### src/rtl/sd_spi_pkg.sv
// Shared types and defaults for the SD-card SPI byte initiator.
package sd_spi_pkg;

  localparam int SD_DIV_W    = 8;
  localparam int SD_SLOW_DIV = 31;
  localparam int SD_FAST_DIV = 0;

  typedef enum logic [1:0] {
    IDLE,
    LOW,
    HIGH,
    FINISH
  } state_t;

  // Picks the half-period reload value for a byte from the fast/slow request.
  function automatic logic [SD_DIV_W-1:0] pick_div(input logic fast,
                                                   input int fast_div,
                                                   input int slow_div);
    return fast ? SD_DIV_W'(fast_div) : SD_DIV_W'(slow_div);
  endfunction

endpackage

### src/rtl/spi_half_div.sv
// Loadable half-period counter: counts 0..div inclusive and pulses tick on div.
module spi_half_div #(
  parameter int DIV_W = 8
) (
  input  logic             clk_sys,
  input  logic             reset_n,
  input  logic             load,
  input  logic             run,
  input  logic [DIV_W-1:0] div,
  output logic             tick
);

  logic [DIV_W-1:0] cnt;

  assign tick = run && (cnt == div);

  // The counter clears itself on tick, so it never wraps past div.
  always_ff @(posedge clk_sys or negedge reset_n) begin
    if (!reset_n) begin
      cnt <= '0;
    end else if (load) begin
      cnt <= '0;
    end else if (run) begin
      cnt <= tick ? '0 : cnt + DIV_W'(1);
    end
  end

endmodule

### src/rtl/sd_spi_host.sv
// SPI mode-0 byte initiator for an SD card, driven by a start/done handshake.
module sd_spi_host
  import sd_spi_pkg::*;
#(
  parameter int SLOW_DIV = SD_SLOW_DIV,
  parameter int FAST_DIV = SD_FAST_DIV,
  parameter int DIV_W    = SD_DIV_W
) (
  input  logic       clk_sys,
  input  logic       reset_n,
  input  logic       start,
  input  logic [7:0] tx_data,
  input  logic       fast,
  input  logic       cs_assert,
  output logic       busy,
  output logic       done,
  output logic [7:0] rx_data,
  output logic       sd_sck,
  output logic       sd_mosi,
  output logic       sd_cs_n,
  input  logic       sd_miso
);

  state_t state, state_next;

  logic [DIV_W-1:0] div_q, div_next;
  logic [7:0]       tx_shift, tx_shift_next;
  logic [7:0]       rx_shift, rx_shift_next;
  logic [2:0]       bit_cnt, bit_cnt_next;
  logic [7:0]       rx_data_next;
  logic             busy_next, done_next;
  logic             sck_next, mosi_next, cs_n_next;
  logic             div_load, div_run, tick;

  assign div_load = (state == IDLE);
  assign div_run  = (state == LOW) || (state == HIGH);

  spi_half_div #(
    .DIV_W(DIV_W)
  ) u_half_div (
    .clk_sys(clk_sys),
    .reset_n(reset_n),
    .load   (div_load),
    .run    (div_run),
    .div    (div_q),
    .tick   (tick)
  );

  always_ff @(posedge clk_sys or negedge reset_n) begin
    if (!reset_n) begin
      state <= IDLE;
    end else begin
      state <= state_next;
    end
  end

  always_comb begin
    state_next = state;
    unique case (state)
      IDLE:    if (start) state_next = LOW;
      LOW:     if (tick) state_next = HIGH;
      HIGH:    if (tick) state_next = (bit_cnt == 3'd7) ? FINISH : LOW;
      FINISH:  state_next = IDLE;
      default: state_next = IDLE;
    endcase
  end

  // Next values for every datapath and pin register; all outputs come from flops.
  always_comb begin
    div_next      = div_q;
    tx_shift_next = tx_shift;
    rx_shift_next = rx_shift;
    bit_cnt_next  = bit_cnt;
    rx_data_next  = rx_data;
    busy_next     = busy;
    done_next     = 1'b0;
    sck_next      = sd_sck;
    mosi_next     = sd_mosi;
    cs_n_next     = sd_cs_n;
    unique case (state)
      IDLE: begin
        cs_n_next = ~cs_assert;
        if (start) begin
          tx_shift_next = tx_data;
          div_next      = pick_div(fast, FAST_DIV, SLOW_DIV);
          mosi_next     = tx_data[7];
          bit_cnt_next  = 3'd0;
          busy_next     = 1'b1;
        end
      end
      LOW: begin
        if (tick) begin
          sck_next      = 1'b1;
          rx_shift_next = {rx_shift[6:0], sd_miso};
        end
      end
      HIGH: begin
        if (tick) begin
          sck_next = 1'b0;
          if (bit_cnt != 3'd7) begin
            bit_cnt_next  = bit_cnt + 3'd1;
            tx_shift_next = {tx_shift[6:0], 1'b0};
            mosi_next     = tx_shift[6];
          end
        end
      end
      FINISH: begin
        mosi_next    = 1'b1;
        rx_data_next = rx_shift;
        done_next    = 1'b1;
        busy_next    = 1'b0;
      end
      default: begin
        sck_next = 1'b0;
      end
    endcase
  end

  always_ff @(posedge clk_sys or negedge reset_n) begin
    if (!reset_n) begin
      div_q    <= '0;
      tx_shift <= 8'h00;
      rx_shift <= 8'h00;
      bit_cnt  <= 3'd0;
      rx_data  <= 8'h00;
      busy     <= 1'b0;
      done     <= 1'b0;
      sd_sck   <= 1'b0;
      sd_mosi  <= 1'b1;
      sd_cs_n  <= 1'b1;
    end else begin
      div_q    <= div_next;
      tx_shift <= tx_shift_next;
      rx_shift <= rx_shift_next;
      bit_cnt  <= bit_cnt_next;
      rx_data  <= rx_data_next;
      busy     <= busy_next;
      done     <= done_next;
      sd_sck   <= sck_next;
      sd_mosi  <= mosi_next;
      sd_cs_n  <= cs_n_next;
    end
  end

endmodule

### config.mk
export PLATFORM = sky130hd
export DESIGN_NAME = sd_spi_host
export DESIGN_NICKNAME = d
export VERILOG_FILES = /design/src/rtl/sd_spi_pkg.sv /design/src/rtl/spi_half_div.sv /design/src/rtl/sd_spi_host.sv
export SDC_FILE = /design/constraint.sdc
export NUM_CORES = 1
export LEC_CHECK = 0
export BUFFER_PORTS_ARGS = -buffer_cell sky130_fd_sc_hd__buf_4
export CORE_AREA = 2 2 66 68
export CTS_BUF_LIST = sky130_fd_sc_hd__clkbuf_8
export DETAILED_ROUTE_END_ITERATION = 6
export DIE_AREA = 0 0 68 70
export PLACE_DENSITY = 0.74
export SETUP_SLACK_MARGIN = 0.02
export SYNTH_ARGS = -nofsm -noshare
export SYNTH_HDL_FRONTEND = slang
export SYNTH_SLANG_ARGS = --single-unit
### constraint.sdc
create_clock -name clk_sys -period 3.5 [get_ports clk_sys]
set_input_delay 0.525 -clock clk_sys [delete_from_list [all_inputs] [get_ports clk_sys]]
set_output_delay 0.525 -clock clk_sys [all_outputs]
set_load 0.005 [all_outputs]
Word level (Yosys, flattened, before mapping)
Cells that the tools add are included.
{ "word_totals": {"regBits": 49, "latch_bits": 0, "mem_bits_rw": 0, "romBits": 0, "input_bits": 14, "word_cells": 67, "memories": 0} }
{ "classes": {"add_sub_neg": 2, "multipliers": 0, "div": 0, "order_cmp": 0, "n_eq_ne": 10, "n_shift": 0, "n_mux": 27, "bitwise_logic": 1, "reduce_logical": 15} }
{ "op_table": {"columns": ["operator", "n"], "rows": [
  ["2-to-1 mux 8 bit", 3],
  ["2-to-1 mux 7 bit", 3],
  ["case mux 7 bit (2 select lines)", 1],
  ["2-to-1 mux 3 bit", 3],
  ["adder 8 x 1 -> 8 bit (second input constant)", 1],
  ["equality test 8 bit", 1],
  ["2-to-1 mux 2 bit", 4],
  ["case mux 2 bit (4 select lines)", 1],
  ["AND reduction 4 bit", 2],
  ["nonzero test 2 bit", 4],
  ["2-to-1 mux 1 bit", 7],
  ["inequality test 2 x 1 -> 1 bit (second input constant)", 3],
  ["case mux 3 bit (2 select lines)", 1],
  ["AND reduction 2 bit", 3],
  ["AND reduction 3 bit", 2],
  ["2-to-1 mux 5 bit", 1],
  ["equality test 2 bit (second input constant)", 2],
  ["case mux 1 bit (2 select lines)", 2],
  ["adder 3 x 1 -> 3 bit (second input constant)", 1],
  ["equality test 3 bit (second input constant)", 1],
  ["inequality test 3 bit (second input constant)", 1],
  ["case mux 1 bit (3 select lines)", 1],
  ["nonzero test 3 bit", 1],
  ["equality test 2 x 1 -> 1 bit (second input constant)", 1],
  ["5 further kinds", 5]
]} }

Longest topological paths before layout
Gate-level depths: netlist of the first run.
{ "depth": {"ltp_word": 6, "ltp_mapped": 8, "depth_no_buf": 7} }

Hierarchy
Synthesis of the first run repeated with hierarchy kept, for this count alone.
{ "unflattened": {"hier_cells": 162, "area_unflattened_um2": 2070.7} }
{ "by_module_without_submodules": {"columns": ["mod", "n_inst", "cells_each", "area_each_um2", "seq_area_each_um2"], "rows": [
  ["sd_spi_host", 1, 110, 1537.7, 853.3],
  ["spi_half_div", 1, 52, 533.0, 200.2]
]} }

Worst setup path before layout of the first run
Ideal clock, no wire load.
{ "synth_path": {"kind": "register to register", "startpoint": "register div_q[3]", "endpoint": "register state[1]", "setup_ns": 0.125, "arrival_ns": 1.821, "required_time_ns": 3.375, "setup_slack_ns": 1.554, "stages_incl_launch_ff": 6, "path_buffers": 0, "cell_sequence": "dfrtp_1 > or4_4 > mux2i_4 > nand2_2 > a21oi_1 > mux2_2"} }
{ "synth_between": {"elab_chain_cells": 4, "word_cells_on_any_way": 5, "classes_between": "eq/ne (3); reduce/logical (2)"} }
{ "synth_rtl": {"columns": ["element", "line_no", "source"], "rows": [
  ["start: declaration", "sd_spi_host.sv:26", "logic [DIV_W-1:0] div_q, div_next;"],
  ["start signal: assignment", "sd_spi_host.sv:132", "div_q <= div_next;"],
  ["equality test 8 bit *", "spi_half_div.sv:15", "assign tick = run && (cnt == div);"],
  ["logical AND 1 bit *", "spi_half_div.sv:15", null],
  ["inequality test 2 x 1 -> 1 bit (no source line)", null, null],
  ["AND reduction 3 bit (no source line) *", null, null],
  ["end signal: assignment", "sd_spi_host.sv:53", "state <= state_next;"],
  ["end: declaration", "sd_spi_host.sv:24", "state_t state, state_next;"]
]} }
Every way passes the cells marked *; elsewhere a longest branch is shown, timed or not.
A chain may end at the register's enable or synchronous reset.

Worst setup path in the final report of the first run
{ "layout_path": {"startpoint": "register state[0]", "endpoint": "register state[1]"} }
{ "layout_between": {"elab_chain_cells": 5, "word_cells_on_any_way": 11, "classes_between": "eq/ne (6); mux (1); reduce/logical (4)"} }
{ "layout_rtl": {"columns": ["element", "line_no", "source"], "rows": [
  ["equality test 2 x 1 -> 1 bit or equality test 2 bit (tied branches)", "sd_spi_host.sv:36, sd_spi_host.sv:59", null],
  ["logical OR 1 bit", "sd_spi_host.sv:36", "assign div_run = (state == LOW) || (state == HIGH);"],
  ["logical AND 1 bit", "spi_half_div.sv:15", null],
  ["inequality test 2 x 1 -> 1 bit (no source line)", null, null],
  ["AND reduction 3 bit (no source line)", null, null]
]} }
Parallel ways exist; a longest one is shown, timed or not.

==> impl_results.md, run 1 <==
* Status: finished, final reports clean
* Initial drt markers at 72
* Syn Inst Count at 204
* Clock-pin slew on the worst setup and hold paths at 0.08 ns
* Maximum VDD drop at 401 uV
* Synth area leader: dfrtp_1
* Leak at 1.17 nW
* Min Clock Period, post-route at 2.19 ns
* Max_cap viols at 0
* Vias in the first global route at 1529
* RSZ-0062 raised after global routing: no
* Worst Reg2Reg Path Length in Cells at 5
* Ys async rst share at 100%
* Sequential element share of the synthesized area at 49.2%
* Die Ht at 70 um
* Min-Delay Path Class: primary input to async pin
* Unique masters post-synth at 36
* Nets@finish at 252
* Remaining antenna violation count at 0
* Clock Path Buffers at 2
* Total number of vias at 1577
* Final Max Slew Viols at 0
* Slew of the pin with the lowest slew margin at 0.958 ns
* Fin crit share at 62.6%
* DRC Markers at 0
* GRT Util Overall at 19.9%
* Hold Vio Cnt, Final at 0
* Synth top area share at 46.7%
* Layout cell share with drive strength beyond 1 at 27.4%
* CP delay by family, top: adder cells
* Clock Skew at 0.00436 ns
* Slew margin rel. at 36.2%
* Crit-path slowest cell: ha_1
* Initial antenna violation count at 0
* CTS tree: yes
* First-pass GRT wire length at 7.20 mm
* Crit path depth at 5
* Post-Syn Nets at 227
* Number of synthesized flops with an enable pin at 0
* Starting density of the core at 51.7%
* P&R area growth vs syn at 16.1%
* DRT Pass-1 Iters at 4
* Crit Path Max Fanout at 30
* Crit path launch: state[0]
* IO Count at 27
* Max Clk Rate at 0.457 GHz
* Gpl congestion at 0.808
* Flops & latches, synth at 42
* Pwr dens at 854 nW/um^2
* PortBufs at 26
* Buf/Inv on CP at 1
* DP HPWL at 2.74 mm
* DRT Wirelength at 4.05 mm
* Ys Warns at 0
* CTS buffer count at 5
* Row count at 24
* Most common cell after layout, fill and taps aside: dfrtp_1
* Clock Latency Late Sink at 0.30 ns
* Worst EP arrival at 2.38 ns
* Via density at 5.59
* R2R Path Start: state[0]
* # diodes at 0
* Gr ovfl total at 0
* CTS Hold Buffers Added at 0
* Final setup violation count at 0
* Mapped cell area at 2140 sq um
* CORE AREA at 4140 sq um
* Ordered list of cells on the worst path: inv_1 > ha_1 > or2_2 > a21oi_1 > mux2_2
* Top post-synthesis cells by area: dfrtp_1 (47%), mux2_2 (10%), ha_1 (5.3%), o22ai_1 (3.8%), o21ai_0 (3.3%)
* Mean area per synthesized cell at 10.5 sq um
* Postcts setup bufs at 0
* Die Wd at 68 um
* Routed wire per std cell at 14.4 um
* Die area at 4760 sq um
* CTS sink count at 42
* Critical path capture point type: register
* Setup TNS at 0 ns
* WHS at 0.199 ns
* Critical Path Start Type: register
* Crit path capture: state[1]
* CTS H-Tree Depth at 2
* Critical Setup Path Class: register to register
* Reg-to-reg slack, setup at 1.31 ns
* Pin count of the biggest net entering global routing at 43
* Slowest stage delay, CP at 0.54 ns
* Ys flop type: dfrtp_1
* Root Buffer: clkbuf_8
* CTS-repair resized insts at 0
* Worst Path Required at 3.69 ns
* Commonest non-fill, non-tap cells in the layout: dfrtp_1 (40), buf_4 (27), mux2_2 (19)
* RR Endpoint: state[1]
area by class of cell:
type	count	area [sq um]
sequential	42	1050
fill	354	1660
inverter	9	33.8
clock inverter	3	41.3
multi-input combinational	144	1020
clock buffer	5	68.8
tap	52	65.1
timing repair buffer	27	203
routing by layer:
metal | up-vias | wire, um | track usage (%) | part of all wire, %
met3 | 7 | 202 | 6.28 | 5.0
met2 | 29 | 1860 | 27.6 | 46
met5 | - | 0 | 0 | 0
met1 | 755 | 1930 | 29.2 | 48
li1 | 786 | - | - | -
met4 | 0 | 61 | 6.89 | 1.5
flip-flops by register name (all words and copies together) (netlist names):
register / count
bit_cnt: 3
div_q: 1
sd_mosi: 1
state: 2
rx_shift: 8
sd_sck: 1
rx_data: 8
tx_shift: 7
busy: 1
u_half_div.cnt: 8
done: 1
sd_cs_n: 1
cell families after synthesis:
family,after synthesis,share of synthesized area [%]
AO/OA/AOI/OAI,54,15.4
buffers and inverters,18,3.15
XOR/XNOR,7,2.86
multiplexers,20,11.0
flip-flops,42,49.2
adder cells (fa/ha/maj),9,5.26
AND/OR/NAND/NOR,54,13.1
synth_stat cells (3+ instances only):
master / number
clkbuf_1: 8
a31oi_1: 6
a21oi_1: 13
nand2_1: 8
and3_1: 3
xnor2_1: 3
ha_1: 9
dfrtp_1: 40
mux2_2: 19
nor2_1: 14
o21ai_0: 14
o22ai_1: 13
nand3_1: 11
nor3_1: 3
inv_1: 9
xor2_1: 4
worst register-to-register path, delay by kind of cell, from the launching register on:
family                     cells  cell delay (ns)
adders and majority gates      1             0.54
and+or+nand+nor                1             0.43
DFF                            1             0.42
muxes                          1             0.36
AOI/OAI and AO/OA              1             0.21
buffers and inverters          1             0.11
worst min path at each step:
stage                                    to  cells after the start  slack (ns)
after floorplan                  bit_cnt[0]                      0        0.23
after global placement              sd_cs_n                      2        0.48
after detailed placement            sd_cs_n                      2        0.49
after CTS                 u_half_div.cnt[6]                      1        0.22
after global routing             bit_cnt[2]                      1        0.24
final                     u_half_div.cnt[3]                      1        0.20
power breakdown:
part           switching [mW]  total (mW)  internal (mW)
combinational           0.493       0.941          0.447
sequential              0.142       0.803          0.661
clock                   0.169       0.378          0.210
total                   0.803        2.12           1.32
metrics by stage:
stage | utilization, % | power [mW] | cell area, sq um | setup WS, ns | cells
floorplan | - | 1.48 | 2140 | 1.55 | 204
global placement | 57.3 | 1.72 | 2380 | 1.40 | 274
detailed placement | 57.3 | 1.75 | 2380 | 1.32 | 274
CTS | 60.0 | 2.13 | 2490 | 1.30 | 282
global route | 60.0 | 2.31 | 2490 | 1.10 | 282
finish | 60.0 | 2.12 | 2490 | 1.31 | 282
Power figures use the tool's default switching activity.
==> run 2, diff against run 1 <==
--- a/config.mk
+++ b/config.mk
@@ -10,7 +10,7 @@
 export CTS_BUF_LIST = sky130_fd_sc_hd__clkbuf_8
 export DETAILED_ROUTE_END_ITERATION = 6
 export DIE_AREA = 0 0 68 70
-export PLACE_DENSITY = 0.74
+export PLACE_DENSITY = 0.77
 export SETUP_SLACK_MARGIN = 0.02
 export SYNTH_ARGS = -nofsm -noshare
 export SYNTH_HDL_FRONTEND = slang
==> constraint.sdc (replaced) <==
create_clock -name clk_sys -period 1.9 [get_ports clk_sys]
set_input_delay 0.285 -clock clk_sys [delete_from_list [all_inputs] [get_ports clk_sys]]
set_output_delay 0.285 -clock clk_sys [all_outputs]
set_load 0.005 [all_outputs]
==> impl_results.md, run 2 (synthesized netlist as in run 1, its figures left out) <==
* Fin crit share at 104% (was 62.6%)
* Gr ovfl total at 0 (unchanged)
* Final std cells w/o fill at 305 (was 282)
* Fin util at 65.1% (was 60.0%)
* # diodes at 0 (unchanged)
* CTS buffer count at 5 (unchanged)
* DRT Wirelength at 4.16 mm (was 4.05 mm)
* Final instance area at 2700 sq um (was 2490 sq um)
* Commonest non-fill, non-tap cells in the layout: buf_4 (47), dfrtp_1 (40), mux2_2 (17) (was dfrtp_1 (40), buf_4 (27), mux2_2 (19))
* Max Clk Rate at 0.508 GHz (was 0.457 GHz)
* Min Clock Period, post-route at 1.97 ns (was 2.19 ns)
* Remaining antenna violation count at 0 (unchanged)
* DP Area at 2550 sq um (was 2380 sq um)
* Pwr dens at 1580 nW/um^2 (was 854 nW/um^2)
* DRT Pass-1 Iters at 4 (unchanged)
* Final setup violation count at 17 (was 0)
* P&R area growth vs syn at 25.9% (was 16.1%)
* Min-Delay Path Class: primary input to register (was primary input to async pin)
* Clock Path Buffers at 2 (unchanged)
* Starting density of the core at 51.7% (unchanged)
* WHS at 0.125 ns (was 0.199 ns)
* Via density at 5.38 (was 5.59)
* Reg-to-reg slack, setup at -0.07 ns (was 1.31 ns)
* Leak at 1.29 nW (was 1.17 nW)
* IO Count at 27 (unchanged)
* Routed wire per std cell at 13.6 um (was 14.4 um)
* Setup slack after placement at -0.0242 ns (was 1.32 ns)
* Top flop regs: rx_data x8, rx_shift x8, u_half_div.cnt x8 (unchanged)
* Root Buffer: clkbuf_8 (unchanged)
* Clock Skew at 0.00481 ns (was 0.00436 ns)
* CTS sink count at 42 (unchanged)
* Violated checks: setup timing
* Maximum VDD drop at 794 uV (was 401 uV)
* Pin count of the biggest net entering global routing at 43 (unchanged)
* RSZ-0062 raised after global routing: yes (was no)
* Max_cap viols at 0 (unchanged)
* Final Max Slew Viols at 0 (unchanged)
* Worst EP arrival at 2.20 ns (was 2.38 ns)
* Die area at 4760 sq um (unchanged)
* Nets@finish at 275 (was 252)
* Critical path capture point type: register (unchanged)
* Number of cells after detailed placement at 294 (was 274)
* Crit Path Max Fanout at 7 (was 30)
* CTS H-Tree Depth at 2 (unchanged)
* GRT Util Overall at 20.4% (was 19.9%)
* DRC Markers at 0 (unchanged)
* Die Ht at 70 um (unchanged)
* Layout cell share with drive strength beyond 1 at 36.0% (was 27.4%)
* Vias in the first global route at 1612 (was 1529)
* Worst Path Required at 2.13 ns (was 3.69 ns)
* Initial drt markers at 86 (was 72)
* DP HPWL at 2.82 mm (was 2.74 mm)
* Row count at 24 (unchanged)
* Most common cell after layout, fill and taps aside: buf_4 (was dfrtp_1)
* Clock-pin slew on the worst setup and hold paths at 0.08 ns (about the same)
* Final worst slack at -0.0695 ns (was 1.31 ns)
* Hold Vio Cnt, Final at 0 (unchanged)
* Slew of the pin with the lowest slew margin at 0.513 ns (was 0.958 ns)
* Critical Path Start Type: register (unchanged)
* Status: complete, but fails checks (was finished, final reports clean)
* PortBufs at 26 (unchanged)
* First-pass GRT wire length at 7.31 mm (was 7.20 mm)
* Fillcell total at 337 (was 354)
* Slew margin rel. at 65.8% (was 36.2%)
* Total number of vias at 1640 (was 1577)
* Die Wd at 68 um (unchanged)
* Initial antenna violation count at 0 (unchanged)
* Gpl congestion at 0.776 (was 0.808)
* CORE AREA at 4140 sq um (unchanged)
* Critical Setup Path Class: register to register (unchanged)
* CTS tree: yes (unchanged)
* Clock Latency Late Sink at 0.30 ns (about the same)
run 2: metal layers:
| layer | global-route usage, % | part of all wire, % |
|---|---|---|
| met3 | 5.64 | 4.8 |
| met4 | 8.44 | 1.5 |
| met2 | 29.6 | 46 |
| met1 | 28.5 | 47 |
| met5 | 0 | 0 |
run 2: power by group:
group	internal, mW	leakage (nW)	switching [mW]
Combinational	1.16	0.714	1.08
Clock	0.265	0.0447	0.336
Sequential	1.22	0.528	0.216
run 2: worst max-delay path, stage by stage, from the launching register on:
cell and delay, ns:
dfrtp_1 0.39, or4_4 0.55, mux2i_4 0.31, nand2_2 0.11, a211oi_2 0.22, mux2_4 0.31
run 2: worst paths after layout:
check / startpoint / to / depth (start not counted)
hold / removal: cs_assert / sd_cs_n / 2
setup / recovery: u_half_div.cnt[0] / sd_mosi / 5
hold reg to reg: sd_cs_n / sd_cs_n / 2
setup reg to reg: u_half_div.cnt[0] / sd_mosi / 5
max in group asynchronous: reset_n / sd_cs_n / 2
min in group asynchronous: reset_n / tx_shift[3] / 2
run 2: area by class of cell:
class	count	area, sq um	share of cell area [%]
multi-input combinational	144	1060	39.2
tap	52	65.1	2.41
inverter	9	33.8	1.25
clock inverter	3	25.0	0.928
sequential	42	1050	39.1
timing repair buffer	50	394	14.6
clock buffer	5	68.8	2.55
run 2: stage by stage:
stage | power, mW | TNS, ns
2_1_floorplan | 2.75 | -0.0186
3_3_place_gp | 3.48 | 0
3_5_place_dp | 3.53 | -0.169
4_1_cts | 4.20 | -0.407
5_1_grt | 4.61 | -2.27
6_report | 4.27 | -0.593
run 2: timing repair:
item | in CTS | in global routing
hold endpoints to repair | 40 | 0
gates resized for setup | 1 | 8
endpoints found under the setup margin | 18 | 29
buffers inserted | 1 | 1
pin swaps | 4 | 4
hold buffers | 1 | 0
==> run 3, diff against run 2 <==
--- a/config.mk
+++ b/config.mk
@@ -10,7 +10,7 @@
 export CTS_BUF_LIST = sky130_fd_sc_hd__clkbuf_8
 export DETAILED_ROUTE_END_ITERATION = 6
 export DIE_AREA = 0 0 68 70
-export PLACE_DENSITY = 0.77
+export PLACE_DENSITY = 0.74
 export SETUP_SLACK_MARGIN = 0.02
 export SYNTH_ARGS = -nofsm -noshare
 export SYNTH_HDL_FRONTEND = slang
==> constraint.sdc (replaced) <==
create_clock -name clk_sys -period 2.2 [get_ports clk_sys]
set_input_delay 0.33 -clock clk_sys [delete_from_list [all_inputs] [get_ports clk_sys]]
set_output_delay 0.33 -clock clk_sys [all_outputs]
set_load 0.005 [all_outputs]
==> impl_results.md, run 3 (synthesized netlist as in run 1, its figures left out) <==
* P&R area growth vs syn at 17.6% (was 25.9%)
* Die Ht at 70 um (unchanged)
* Vias in the first global route at 1518 (was 1612)
* IO Count at 27 (unchanged)
* Critical path capture point type: register (unchanged)
* Min-Delay Path Class: primary input to async pin (was primary input to register)
* Slowest stage delay, CP at 0.57 ns (was 0.55 ns)
* CTS buffer count at 5 (unchanged)
* Total number of vias at 1575 (was 1640)
* Multi-input logic area at 1020 sq um (was 1060 sq um)
* M1 WL at 1.83 mm (was 1.96 mm)
* Fillcell total at 359 (was 337)
* DRC Markers at 0 (unchanged)
* Clock-pin slew on the worst setup and hold paths at 0.08 ns (about the same)
* Commonest non-fill, non-tap cells in the layout: dfrtp_1 (40), buf_4 (31), mux2_2 (19) (was buf_4 (47), dfrtp_1 (40), mux2_2 (17))
* Top flop regs: rx_data x8, rx_shift x8, u_half_div.cnt x8 (unchanged)
* Critical Path Start Type: register (unchanged)
* Slew margin rel. at 66.1% (was 65.8%)
* DP HPWL at 2.65 mm (was 2.82 mm)
* Slew of the pin with the lowest slew margin at 0.509 ns (was 0.513 ns)
* DRT Wirelength at 3.82 mm (was 4.16 mm)
* Reg-to-reg slack, setup at 0.14 ns (was -0.07 ns)
* CTS Hold Buffers Added at 0 (was 1)
* Setup slack after placement at 0.136 ns (was -0.0242 ns)
* Leak at 1.19 nW (was 1.29 nW)
* First-pass GRT wire length at 6.83 mm (was 7.31 mm)
* Violated checks: hold timing (was setup timing)
* CTS sink count at 42 (unchanged)
* CTS-repair resized insts at 0 (was 1)
* Crit-path slowest cell: or4_4 (unchanged)
* Clock Skew at 0.00163 ns (was 0.00481 ns)
* DRT Pass-1 Iters at 4 (unchanged)
* Gr ovfl total at 0 (unchanged)
* Pwr dens at 1350 nW/um^2 (was 1580 nW/um^2)
* Buf/Inv on CP at 0 (unchanged)
* Ordered list of cells on the worst path: or4_4 > mux2i_4 > nand2_2 > a211oi_2 > mux2_2 (was or4_4 > mux2i_4 > nand2_2 > a211oi_2 > mux2_4)
* Routed wire per std cell at 13.3 um (was 13.6 um)
* Met3 WL at 237 um (was 201 um)
* Remaining antenna violation count at 0 (unchanged)
* Final setup violation count at 0 (was 17)
* Initial antenna violation count at 0 (unchanged)
* Final worst slack at 0.140 ns (was -0.0695 ns)
* CP delay by family, top: simple AND/OR/NAND/NOR gates (unchanged)
* Setup TNS at 0 ns (was -0.593 ns)
* WHS at -0.000267 ns (was 0.125 ns)
* Fin util at 60.8% (was 65.1%)
* R2R Path Start: div_q[3] (was u_half_div.cnt[0])
* Die Wd at 68 um (unchanged)
* Clock Path Buffers at 2 (unchanged)
* Gpl congestion at 0.835 (was 0.776)
* Layout cell share with drive strength beyond 1 at 29.1% (was 36.0%)
* Root Buffer: clkbuf_8 (unchanged)
* CTS tree: yes (unchanged)
* Via density at 5.51 (was 5.38)
* RR Endpoint: sd_mosi (unchanged)
* Row count at 24 (unchanged)
* Nets@finish at 256 (was 275)
* GRT Util Overall at 18.8% (was 20.4%)
* # diodes at 0 (unchanged)
* Min Clock Period, post-route at 2.06 ns (was 1.97 ns)
* Clock Latency Late Sink at 0.29 ns (was 0.30 ns)
* PortBufs at 26 (unchanged)
* Flip-flop and latch area at 1050 sq um (unchanged)
* Starting density of the core at 51.7% (unchanged)
* Postcts setup bufs at 0 (was 1)
* CORE AREA at 4140 sq um (unchanged)
* Crit Path Max Fanout at 7 (unchanged)
* RSZ-0062 raised after global routing: no (was yes)
* Top Metal Used: met4 (unchanged)
* Final Max Slew Viols at 0 (unchanged)
* Worst Reg2Reg Path Length in Cells at 5 (unchanged)
* Hold Vio Cnt, Final at 1 (was 0)
* Maximum VDD drop at 648 uV (was 794 uV)
* Pin count of the biggest net entering global routing at 43 (unchanged)
* Worst Path Required at 2.42 ns (was 2.13 ns)
* Most common cell after layout, fill and taps aside: dfrtp_1 (was buf_4)
* Worst EP arrival at 2.28 ns (was 2.20 ns)
* WL met2 at 1.72 mm (was 1.92 mm)
* Max Clk Rate at 0.486 GHz (was 0.508 GHz)
* Fin crit share at 93.6% (was 104%)
* CTS H-Tree Depth at 2 (unchanged)
* Critical Setup Path Class: register to register (unchanged)
* Initial drt markers at 82 (was 86)
* Number of cells after detailed placement at 278 (was 294)
* Die area at 4760 sq um (unchanged)
* Max_cap viols at 0 (unchanged)
* Final std cells w/o fill at 286 (was 305)
* Status: complete, but fails checks (unchanged)
-- run 3: area by class of cell --
cell class	count	share of cell area, %
multi-input cells	144	40.5
clock buffers	5	2.73
well taps	52	2.58
inverters	9	1.34
flip-flops and latches	42	41.8
clock inverters	3	1.79
repair buffers	31	9.24
-- run 3: how the worst max path moves through the flow --
stage | from | end | slack, ns | cells after the start
2_1_floorplan | div_q[3] | state[1] | 0.25 | 5
3_3_place_gp | div_q[3] | state[1] | 0.17 | 5
3_5_place_dp | u_half_div.cnt[0] | sd_mosi | 0.14 | 5
4_1_cts | div_q[3] | sd_mosi | 0.14 | 5
5_1_grt | u_half_div.cnt[0] | bit_cnt[0] | 0.03 | 5
6_report | div_q[3] | sd_mosi | 0.14 | 5
-- run 3: power by group --
| part | internal (mW) | total, mW | switching (mW) |
|---|---|---|---|
| Clock | 0.337 | 0.601 | 0.264 |
| Combinational | 0.756 | 1.53 | 0.771 |
| Sequential | 1.05 | 1.27 | 0.222 |
| Total | 2.15 | 3.40 | 1.26 |
-- run 3: metrics by stage --
step	power (mW)	instance area [sq um]
2_1_floorplan	2.35	2140
3_3_place_gp	2.80	2410
3_5_place_dp	2.82	2410
4_1_cts	3.44	2520
5_1_grt	3.70	2520
6_report	3.40	2520
-- run 3: layer usage --
| layer | vias up | GRT usage (%) |
|---|---|---|
| met2 | 41 | 27.9 |
| met5 | - | 0 |
| li1 | 792 | - |
| met3 | 4 | 5.96 |
| met1 | 738 | 26.4 |
| met4 | 0 | 5.33 |
